$ cat src/rtl/alu_issue_ctrl.sv
`default_nettype none
// ============================================================================
// Module  : alu_issue_ctrl
// Brief   : Single-issue controller with an 8x16 register file, which drives
//           an external multi-cycle ALU and writes its results back.
// Revision: 1.0 - initial release
// ============================================================================
module alu_issue_ctrl #(
    parameter int WD_LIMIT = 64
) (
    input  logic        clk,
    input  logic        rst,
    input  logic        in_valid,
    output logic        in_ready,
    input  logic [5:0]  in_op,
    input  logic [2:0]  in_rd,
    input  logic [2:0]  in_ra,
    input  logic [2:0]  in_rb,
    input  logic        wr_en,
    input  logic [2:0]  wr_addr,
    input  logic [15:0] wr_data,
    input  logic [2:0]  rd_addr,
    output logic [15:0] rd_data,
    output logic        alu_bgn,
    output logic [5:0]  alu_opcode,
    output logic [15:0] alu_A,
    output logic [15:0] alu_B,
    input  logic [15:0] alu_acc1,
    input  logic [15:0] alu_acc2,
    input  logic        alu_zero,
    input  logic        alu_negative,
    input  logic        alu_carry,
    input  logic        alu_overflow,
    input  logic        alu_rdy,
    output logic [3:0]  flags,
    output logic        busy,
    output logic        done,
    output logic        err
);

    localparam int         c_WD_W   = $clog2(WD_LIMIT + 1);
    localparam logic [4:0] c_OP_MUL = 5'b00111;
    localparam logic [4:0] c_OP_DIV = 5'b01000;
    localparam logic [4:0] c_OP_CMP = 5'b01110;
    localparam logic [4:0] c_OP_TST = 5'b01111;
    localparam logic [4:0] c_OP_NOP = 5'b11111;

    typedef enum logic [1:0] {
        S_IDLE  = 2'd0,
        S_ISSUE = 2'd1,
        S_WAIT  = 2'd2,
        S_WB    = 2'd3
    } state_t;

    state_t              state_q, state_d;
    logic                rdy_q;
    logic [c_WD_W-1:0]   wd_q, wd_d;
    logic [5:0]          op_q, op_d;
    logic [2:0]          rd_q, rd_d;
    logic [15:0]         a_q, a_d;
    logic [15:0]         b_q, b_d;
    logic [15:0]         acc1_q, acc1_d;
    logic [15:0]         acc2_q, acc2_d;
    logic [3:0]          rflags_q, rflags_d;
    logic [3:0]          flags_q, flags_d;
    logic                err_q, err_d;
    logic [15:0]         regs_q [8];
    logic [15:0]         regs_d [8];
    logic                w_complete;

    // A level that was already high before WAIT is not a completion.
    assign w_complete = alu_rdy & ~rdy_q;

    always_comb begin
        state_d  = state_q;
        wd_d     = wd_q;
        op_d     = op_q;
        rd_d     = rd_q;
        a_d      = a_q;
        b_d      = b_q;
        acc1_d   = acc1_q;
        acc2_d   = acc2_q;
        rflags_d = rflags_q;
        flags_d  = flags_q;
        err_d    = err_q;
        regs_d   = regs_q;
        case (state_q)
            S_IDLE: begin
                if (wr_en) begin
                    regs_d[wr_addr] = wr_data;
                end
                // Operands come from regs_q, so a same-edge host write is not seen.
                if (in_valid) begin
                    op_d    = in_op;
                    rd_d    = in_rd;
                    a_d     = regs_q[in_ra];
                    b_d     = regs_q[in_rb];
                    state_d = S_ISSUE;
                end
            end
            S_ISSUE: begin
                wd_d    = '0;
                state_d = S_WAIT;
            end
            S_WAIT: begin
                if (w_complete) begin
                    acc1_d   = alu_acc1;
                    acc2_d   = alu_acc2;
                    rflags_d = {alu_zero, alu_negative, alu_carry, alu_overflow};
                    state_d  = S_WB;
                end else if (wd_q == c_WD_W'(WD_LIMIT - 1)) begin
                    err_d   = 1'b1;
                    state_d = S_IDLE;
                end else begin
                    wd_d = wd_q + c_WD_W'(1);
                end
            end
            S_WB: begin
                flags_d = rflags_q;
                case (op_q[5:1])
                    c_OP_MUL, c_OP_DIV: begin
                        regs_d[rd_q]        = acc1_q;
                        regs_d[rd_q + 3'd1] = acc2_q;
                    end
                    c_OP_CMP, c_OP_TST, c_OP_NOP: ;
                    default: regs_d[rd_q] = acc1_q;
                endcase
                state_d = S_IDLE;
            end
            default: state_d = S_IDLE;
        endcase
    end

    always_ff @(posedge clk or negedge rst) begin
        if (!rst) begin
            state_q  <= S_IDLE;
            rdy_q    <= 1'b0;
            wd_q     <= '0;
            op_q     <= '0;
            rd_q     <= '0;
            a_q      <= '0;
            b_q      <= '0;
            acc1_q   <= '0;
            acc2_q   <= '0;
            rflags_q <= '0;
            flags_q  <= '0;
            err_q    <= 1'b0;
            regs_q   <= '{default: '0};
        end else begin
            state_q  <= state_d;
            rdy_q    <= alu_rdy;
            wd_q     <= wd_d;
            op_q     <= op_d;
            rd_q     <= rd_d;
            a_q      <= a_d;
            b_q      <= b_d;
            acc1_q   <= acc1_d;
            acc2_q   <= acc2_d;
            rflags_q <= rflags_d;
            flags_q  <= flags_d;
            err_q    <= err_d;
            regs_q   <= regs_d;
        end
    end

    assign in_ready   = (state_q == S_IDLE);
    assign busy       = (state_q != S_IDLE);
    assign alu_bgn    = (state_q == S_ISSUE);
    assign done       = (state_q == S_WB);
    assign alu_opcode = op_q;
    assign alu_A      = a_q;
    assign alu_B      = b_q;
    assign flags      = flags_q;
    assign err        = err_q;
    assign rd_data    = regs_q[rd_addr];

endmodule
`default_nettype wire

$ cat config.mk
export PLATFORM = sky130hd
export DESIGN_NAME = alu_issue_ctrl
export DESIGN_NICKNAME = d
export VERILOG_FILES = /design/src/rtl/alu_issue_ctrl.sv
export SDC_FILE = /design/constraint.sdc
export NUM_CORES = 1
export LEC_CHECK = 0
export ABC_AREA = 0
export CORE_ASPECT_RATIO = 1.75
export CORE_MARGIN = 2
export CORE_UTILIZATION = 53
export CTS_BUF_LIST = sky130_fd_sc_hd__clkbuf_16
export CTS_CLUSTER_SIZE = 12
export DETAILED_ROUTE_END_ITERATION = 7
export GPL_TIMING_DRIVEN = 0
export PLACE_DENSITY = 0.78
export SYNTH_ARGS = -nofsm -noshare
export SYNTH_HDL_FRONTEND = slang
export SYNTH_SLANG_ARGS = --single-unit
export TNS_END_PERCENT = 50
$ cat constraint.sdc
create_clock -name clk -period 2.7 [get_ports clk]
set_clock_uncertainty 0.1 [all_clocks]
set_input_delay 0.675 -clock clk [delete_from_list [all_inputs] [get_ports clk]]
set_output_delay 0.675 -clock clk [all_outputs]
set_load 0.02 [all_outputs]
# Word-level counts from Yosys, hierarchy flattened
# Index checks and enable logic that the tools add are counted.
word_totals:
  ff_bits: 220
  out_inout_bits: 63
  word_cells: 98
op_classes:
  addsub: 2
  n_lt_le_gt_ge: 9
  n_eq_ne: 15
  n_mux: 28
  bitwise: 9
  reduce_logical: 15
op_table:
  columns: ["operator", "n"]
  rows:
  - ["$pmux W128 S2", 2]
  - ["$bwmux W128", 3]
  - ["$bmux W16 S3", 3]
  - ["$demux W16 S3", 3]
  - ["$mux W16", 9]
  - ["$mux W128", 1]
  - ["$ge A4 B4 Y1 const B", 6]
  - ["$not A3 Y4", 6]
  - ["$eq A5 B4 Y1 const B", 3]
  - ["$mux W7", 2]
  - ["$pmux W7 S2", 1]
  - ["$lt A4 B1 Y1 const B", 3]
  - ["$reduce_and A3 Y1", 3]
  - ["$ne A2 B2 Y1 const B", 4]
  - ["$pmux W2 S4", 1]
  - ["$add A7 B1 Y7 const B", 1]
  - ["$eq A7 B6 Y1 const B", 1]
  - ["$mux W2", 3]
  - ["$reduce_and A2 Y1", 3]
  - ["$reduce_bool A2 Y1", 3]
  - ["$eq A5 B3 Y1 const B", 1]
  - ["$eq A5 B5 Y1 const B", 1]
  - ["$eq A2 B2 Y1 const B", 2]
  - ["$add A3 B1 Y3 const B", 1]
  - ["other kinds (9)", 12]

# Depth between registers and ports, before layout
# Gate-level depths: netlist of run 1.
logic_depth:
  word_depth: 9
  depth_mapped: 10
  mapped_depth_nobuf: 7

# Least setup slack after synthesis of run 1
# Ideal clock, no wire load.
synth_timing:
  path_kind: "in2out"
  from: "input rd_addr[0]"
  to: "output rd_data[0]"
  arrival_ns: 2.079
  required_ns: 1.925
  slack_ns: -0.154
  cell_stages: 4
  path_buffers: 2
  cell_sequence: "clkbuf_1 -> buf_2 -> mux4_2 -> mux2_2"
synth_between:
  elab_chain_len: 4
synth_lines:
  columns: ["item", "line", "rtl"]
  rows:
  - ["start: declaration", "22", "input logic [2:0] rd_addr,"]
  - ["$not A3 Y4 (not written as such)", "175", "assign rd_data = regs_q[rd_addr];"]
  - ["$bmux W16 S3", "175", null]
  - ["$mux W16 (not written as such) (2 in series)", "175", null]
  - ["end: declaration", "23", "output logic [15:0] rd_data,"]
# Every way passes these cells. The select of a mux whose other input is x is not followed.

# Worst setup path in the final report of run 1
layout_timing:
  from: "register regs_q[68] in the netlist's numbering"
  to: "output rd_data[4]"
layout_between:
  elab_chain_len: 3
layout_lines:
  columns: ["item", "line", "rtl"]
  rows:
  - ["start: declaration", "67", "logic [15:0] regs_q [8];"]
  - ["start signal: assignment", "162", "regs_q <= regs_d;"]
  - ["$bmux W16 S3", "175", null]
  - ["$mux W16 (not written as such) (2 in series)", "175", null]
# Every way passes these cells. The select of a mux whose other input is x is not followed.

==> metrics.yaml, run 1 <==
clocking:
  htree_levels: 1
  clk_latency_ps: 570
  clock_sinks: 220
  root_buffer: "clkbuf_16"
  cts_made_buffers: 23
  clk_pin_slew_ps: 60
  cts_tree: "yes"
  clock_path_buffers: 3
global_route:
  grt_pass1_wl_mm: 90.8
  antenna_found_initial: 2
  grt_use_total: 0.425
  grt_start_max_net_pins: 114
  met3_usage: 0.122
  grt-busiest-layer: "met2"
  grt_pass1_vias: 14600
  met2_usage: 0.655
  grtUsageMet1: 0.466
  grt-ovfl-total: 0
drt:
  vias: 14700
  firstDrtPassIters: 8
  drt_iter0_markers: 2151
  drtAntennaViolNets: 0
  viasPerCell: 7.02
  drc_errors: 0
  routedWlPerCell_um: 29.2
  routed_wl_mm: 61.0
logic_synthesis:
  async_flop_share: 1.00
  muxShareOfSynthArea: 0.273
  synthXorXnorAreaFrac: 0.00118
  synth-edff-count: 0
  syn_inst: 1519
  synth_compound_area_frac: 0.162
  ys_types: 50
  synthTopCellsByArea: "dfrtp_1, mux4_2, mux2i_1"
  synthTopCellsByCount: "dfrtp_1, nand2_1, clkbuf_1, nor2_1, a31oi_1"
  synth_top_area_frac: 0.370
  synth_top_family_by_area: "multiplexers"
  synth.most_common_cell: "dfrtp_1"
  synth-seq-cells: 220
  seq_area_frac_synth: 0.370
  syn-num-nets: 1604
  yosys.area_share.simple: 0.128
  yosysWarnings: 0
  syn-cell-area_um2: 14900
  synth_top_area_cell: "dfrtp_1"
  yosys.area_share.adder: 0.00589
  synthFlopType: "dfrtp_1"
  synth.avg_cell_area_um2: 9.79
worst_setup_path:
  cp-end-kind: "primary output"
  cp.arrival_ps: 2090
  worstSetupPathType: "reg2out"
  crit_fanout: 2
  worst_ep_required_time_ps: 1920
  r2r_cells: 8
  startpoint_type: "flip-flop"
power:
  ir_drop_v: 0.000777
  powerDensity_nw_per_um2: 1300
  p_clk_frac: 0.127
  switching_share: 0.479
  combPwrFrac: 0.589
  p_leak_nw: 7.52
  p_sw_mw: 11.2
  power_frac_seq: 0.284
  p_int_mw: 12.2
cells_and_area:
  syn_to_final_growth_pct: 20.8
  drive_above_1_share: 0.217
  fillers: 2350
  instances_no_fill: 2091
  antenna_cells: 0
  final_nets: 1794
  post-route-util: 0.647
die:
  die-area_um2: 29500
  rows: 81
  ios: 141
  die_w_um: 131
  dieHeight_um: 226
  initial_core_util: 0.536
  core-area_um2: 27800
min_path:
  hold_path_class: "in2async"
placement:
  gp_congestion: 1.05
  dp_cells: 2022
  port_buffers: 129
  dp_hpwl_mm: 42.1
timing:
  drv_slew: 0
  rsz0062_at_grt: "true"
  fmax_ghz: 0.349
  hold_viol_final: 0
  setup_viol: 16
  min_period_over_period: 1.06
  fin_ws_ps: -165
  hold-worst-slack_ps: 37.1
  min_period_ps: 2870
  tightest_slew_ps: 1090
  setup-tns-final_ps: -1060
  slew_headroom: 0.276
outcome:
  status: "complete, but fails checks"
  violations: "negative setup slack"
run:
  max-cap-violations: 0
==> critical path: stages (launching register included) <==
cell and delay [ps]:
dfrtp_1 400, mux4_2 630, mux2_4 350, buf_6 140
==> per-stage QoR <==
step | worst slack, ps | total power [mW] | cell area [µm²]
floorplan | 36.7 | 14.3 | 14900
global placement | -8900 | 18.6 | 16600
detailed placement | -824 | 19.0 | 16700
CTS | -67.2 | 22.5 | 17900
global route | -132 | 24.4 | 18000
finish | -165 | 23.4 | 18000
==> worst paths after layout <==
| check | startpoint | slack (ps) | endpoint |
|---|---|---|---|
| worst max-delay path | regs_q[68]$_DFFE_PN0P_ | -170 | rd_data[4] |
| worst min-delay path | rst | 40 | alu_opcode[0]$_DFFE_PN0P_ |
| worst max register to register | rd_q[0]$_DFFE_PN0P_ | 50 | regs_q[86]$_DFFE_PN0P_ |
| worst min register to register | alu_A[13]$_DFFE_PN0P_ | 380 | alu_A[13]$_DFFE_PN0P_ |
| max in group asynchronous | rst | 1270 | regs_q[6]$_DFFE_PN0P_ |
| min in group clk | alu_A[13]$_DFFE_PN0P_ | 380 | alu_A[13]$_DFFE_PN0P_ |
==> per-layer routing <==
| layer | share of wire | vias to the layer above |
|---|---|---|
| met2 | 0.46 | 1184 |
| met4 | 0.12 | 2 |
| met3 | 0.11 | 433 |
| li1 | - | 5989 |
| met1 | 0.31 | 7065 |
| met5 | 0.00016 | - |
==> state kept, by name, indices dropped and copies added (netlist names) <==
name	flops
flags	4
alu_A	16
wd_q	7
alu_opcode	6
alu_B	16
acc1_q	16
regs_q	128
acc2_q	16
err	1
rd_q	3
rdy_q	1
rflags_q	4
state_q	2
==> power groups by stage <==
stage | sequential (mW) | clock (mW) | combinational (mW)
after floorplan | 6.41 | 0 | 7.94
after global placement | 6.55 | 0 | 12.0
after detailed placement | 6.66 | 0 | 12.4
after CTS | 6.50 | 2.95 | 13.0
after global routing | 6.75 | 3.08 | 14.5
final | 6.65 | 2.98 | 13.8
==> final cells by class <==
type,instances,area (µm²),area share
Multi-Input combinational cell,1089,8540,0.475
Sequential cell,220,5520,0.307
Timing Repair Buffer,168,1730,0.0963
Buffer,184,986,0.0549
Clock buffer,23,576,0.0320
Tap cell,373,467,0.0260
Inverter,23,86.3,0.00481
Clock inverter,11,61.3,0.00341
==> timing repair <==
action                     4_1_cts  5_1_grt
setup endpoints to repair      140      140
gates resized for setup        158       52
hold buffers                     0        0
cloned                           2        0
setup buffers                   32        4
==> logic make-up (layout without fill, tap and decap cells) <==
logic type	after synthesis	after routing
simple gates	434	434
buf+inv	210	409
fa+ha+maj	7	7
mux	275	275
flops	220	220
compound gates	371	371
xor+xnor	2	2
==> layout by cell type, fill, tap and decap left out, types with 35 or more instances in the layout <==
cell type        instances
mux2_2                  64
buf_4                   35
mux4_2                  96
o21ai_0                107
nand3_1                 68
o211ai_1               106
nand2_1                192
mux2i_1                100
clkbuf_1                83
clkdlybuf4s50_1        109
nor2_1                 116
dfrtp_1                212
a31oi_1                112
Note: power is estimated with default switching activity, not from simulation.
==> inputs of run 2 (changes only) <==
--- a/config.mk
+++ b/config.mk
@@ -14,6 +14,7 @@
 export DETAILED_ROUTE_END_ITERATION = 7
 export GPL_TIMING_DRIVEN = 0
 export PLACE_DENSITY = 0.78
+export REMOVE_ABC_BUFFERS = 1
 export SYNTH_ARGS = -nofsm -noshare
 export SYNTH_HDL_FRONTEND = slang
 export SYNTH_SLANG_ARGS = --single-unit
==> run 2 against run 1 <==
Effect of this change:
- the run ends with negative hold slack, negative setup slack left
- critical path depth grew 3
- sequential share of layout area up 0.37 points
- cell count down 6.6%
- combinational power decreased by 14%
- worst setup slack better by 42 ps
- power shrank 5.2%
- clock-buffer cell count increased by 2
- sequential cell count stayed put
- via count is 5.8% lower
- die area is the same
- critical endpoint is now rd_data[7]
- largest cell class unchanged
- highest routed layer unchanged
==> metrics.yaml, run 2 (synthesis results as in run 1) <==
clocking:
  cts_tree: "yes"
  clock_path_buffers: 3  # unchanged
  holdBufCountCts: 0  # unchanged
  clk_latency_ps: 550  # -20 ps
  root_buffer: "clkbuf_16"
  clock_sinks: 220  # unchanged
  clk_pin_slew_ps: 60  # about the same
  cts_made_buffers: 24  # +4.3%
  htree_levels: 1  # unchanged
cells_and_area:
  final_common_cell: "dfrtp_1"
  post-route-util: 0.639  # -0.00806
  largest-register: "regs_q"
  largest_reg_flops: 128  # unchanged
  syn_to_final_growth_pct: 19.3
  layout_common_cells: "dfrtp_1, nand2_1, nor2_1"
  drive_above_1_share: 0.219  # +0.00232
  antenna_cells: 0  # unchanged
  final_nets: 1652  # -7.9%
timing:
  tightest_slew_ps: 1320  # +238 ps
  fmax_ghz: 0.354  # +1.5%
  fin_ws_ps: -124  # +41.7 ps
  hold-worst-slack_ps: -2.73  # -39.8 ps
  hold_viol_final: 3  # +3
  setup_viol: 12  # -4
  rsz0062_at_grt: "true"
  min_period_over_period: 1.05  # -0.0154
  slew_headroom: 0.115  # -0.162
  min_period_ps: 2820  # -41.7 ps
  drv_slew: 0  # unchanged
  setup-tns-final_ps: -718  # +347 ps
power:
  switching_share: 0.455  # -0.0243
  power_frac_seq: 0.325  # +0.041
  ir_drop_v: 0.00119  # +53%
  p_clk_frac: 0.139  # +0.012
  p_int_mw: 12.1  # -0.76%
  p_sw_mw: 10.1  # -10%
  combPwrFrac: 0.536  # -0.053
  p_leak_nw: 7.32  # -2.7%
  powerDensity_nw_per_um2: 1250  # -4.0%
die:
  die-area_um2: 29500  # unchanged
  rows: 81  # unchanged
  die_w_um: 131  # unchanged
  dieHeight_um: 226  # unchanged
  core-area_um2: 27800  # unchanged
  ios: 141  # unchanged
  initial_core_util: 0.536  # unchanged
worst_setup_path:
  crit_fanout: 13  # +11
  startpoint_type: "primary input"
  reg2reg_to: "regs_q[35]$_DFFE_PN0P_"
  startpoint: "rd_addr[0]"
  reg2reg_slack_ps: -10  # -60 ps
  cp-endpoint: "rd_data[7]"
  cp-end-kind: "primary output"
  r2r_cells: 6  # -2
  r2r_start: "state_q[0]$_DFFE_PN0P_"
  worst_ep_required_time_ps: 1920  # about the same
  worstSetupPathType: "in2out"
  cp.arrival_ps: 2050  # -40 ps
global_route:
  grt_start_max_net_pins: 79  # -31%
  grt_pass1_vias: 13800  # -5.5%
  antenna_found_initial: 1  # -1
  grt_pass1_wl_mm: 77.9  # -14%
  grt-ovfl-total: 0  # unchanged
  grt_use_total: 0.350  # -0.0747
drt:
  drc_errors: 0  # unchanged
  vias: 13800  # -5.8%
  viasPerCell: 7.07  # +0.80%
  firstDrtPassIters: 6  # -2
  routedWlPerCell_um: 26.5  # -9.3%
  drt_iter0_markers: 1919  # -11%
  routed_wl_mm: 51.7  # -15%
  drtAntennaViolNets: 0  # unchanged
outcome:
  status: "complete, but fails checks"
  violations: "negative hold slack, negative setup slack"
placement:
  dp_hpwl_mm: 30.1  # -29%
  port_buffers: 140  # +8.5%
  gp_congestion: 0.882  # -16%
run:
  max-cap-violations: 0  # unchanged
min_path:
  hold_path_class: "in2async"
[run 2: what timing repair did]
item	in CTS	in global routing
gates cloned	7	2
endpoints found under the setup margin	142	129
resized for setup	116	21
buffers inserted	21	5
hold endpoints to repair	0	0
pin swaps	2	2
[run 2: power groups by stage]
stage          Clock (mW)  Sequential [mW]  Combinational (mW)
4_1_cts              3.07             7.07                11.4
2_1_floorplan           0             6.82                7.05
6_report             3.07             7.22                11.9
3_5_place_dp            0             7.15                11.0
3_3_place_gp            0             6.97                10.2
5_1_grt              3.21             7.42                12.7
[run 2: metal layers]
| layer | up-vias | GRT usage | part of all wire |
|---|---|---|---|
| met3 | 353 | 0.0851 | 0.13 |
| met2 | 1202 | 0.548 | 0.47 |
| li1 | 5702 | - | - |
| met1 | 6562 | 0.418 | 0.32 |
| met5 | - | 0 | 0.00033 |
| met4 | 2 | 0.251 | 0.086 |
[run 2: cell type report]
cell class	instances	area, µm²
multi-input cells	1092	8680
repair buffers	206	2300
clock inverters	15	65.1
well taps	373	467
inverters	23	86.3
fillers	2161	10000
flip-flops and latches	220	5510
clock buffers	25	626
[run 2: worst max-delay path, cell delays in order]
cell and delay (ps):
buf_16 160, buf_12 160, buf_6 120, mux4_2 480, mux2_4 280, buf_4 160
[run 2: per-stage QoR]
| stage | power (mW) | instances | hold slack (ps) | instance area [µm²] | worst slack, ps |
|---|---|---|---|---|---|
| after floorplan | 13.9 | 1332 | 279 | 14100 | -2080 |
| after global placement | 17.2 | 1845 | 361 | 15900 | -8790 |
| after detailed placement | 18.1 | 1879 | 363 | 16500 | -1040 |
| after CTS | 21.5 | 1947 | 26.3 | 17600 | -157 |
| after global routing | 23.3 | 1954 | 47.4 | 17700 | -144 |
| final | 22.2 | 1954 | -2.73 | 17700 | -124 |
[run 2: worst min-delay path by stage]
stage / start / endpoint / slack (ps) / depth (start not counted)
finish: rst / alu_A[1]$_DFFE_PN0P_ / -3 / 1
detailed placement: err$_DFFE_PN0P_ / err$_DFFE_PN0P_ / 360 / 1
CTS: rst / regs_q[81]$_DFFE_PN0P_ / 30 / 1
global route: rst / alu_A[1]$_DFFE_PN0P_ / 50 / 1
global placement: alu_A[9]$_DFFE_PN0P_ / alu_A[9]$_DFFE_PN0P_ / 360 / 2
floorplan: rst / acc1_q[0]$_DFFE_PN0P_ / 280 / 0
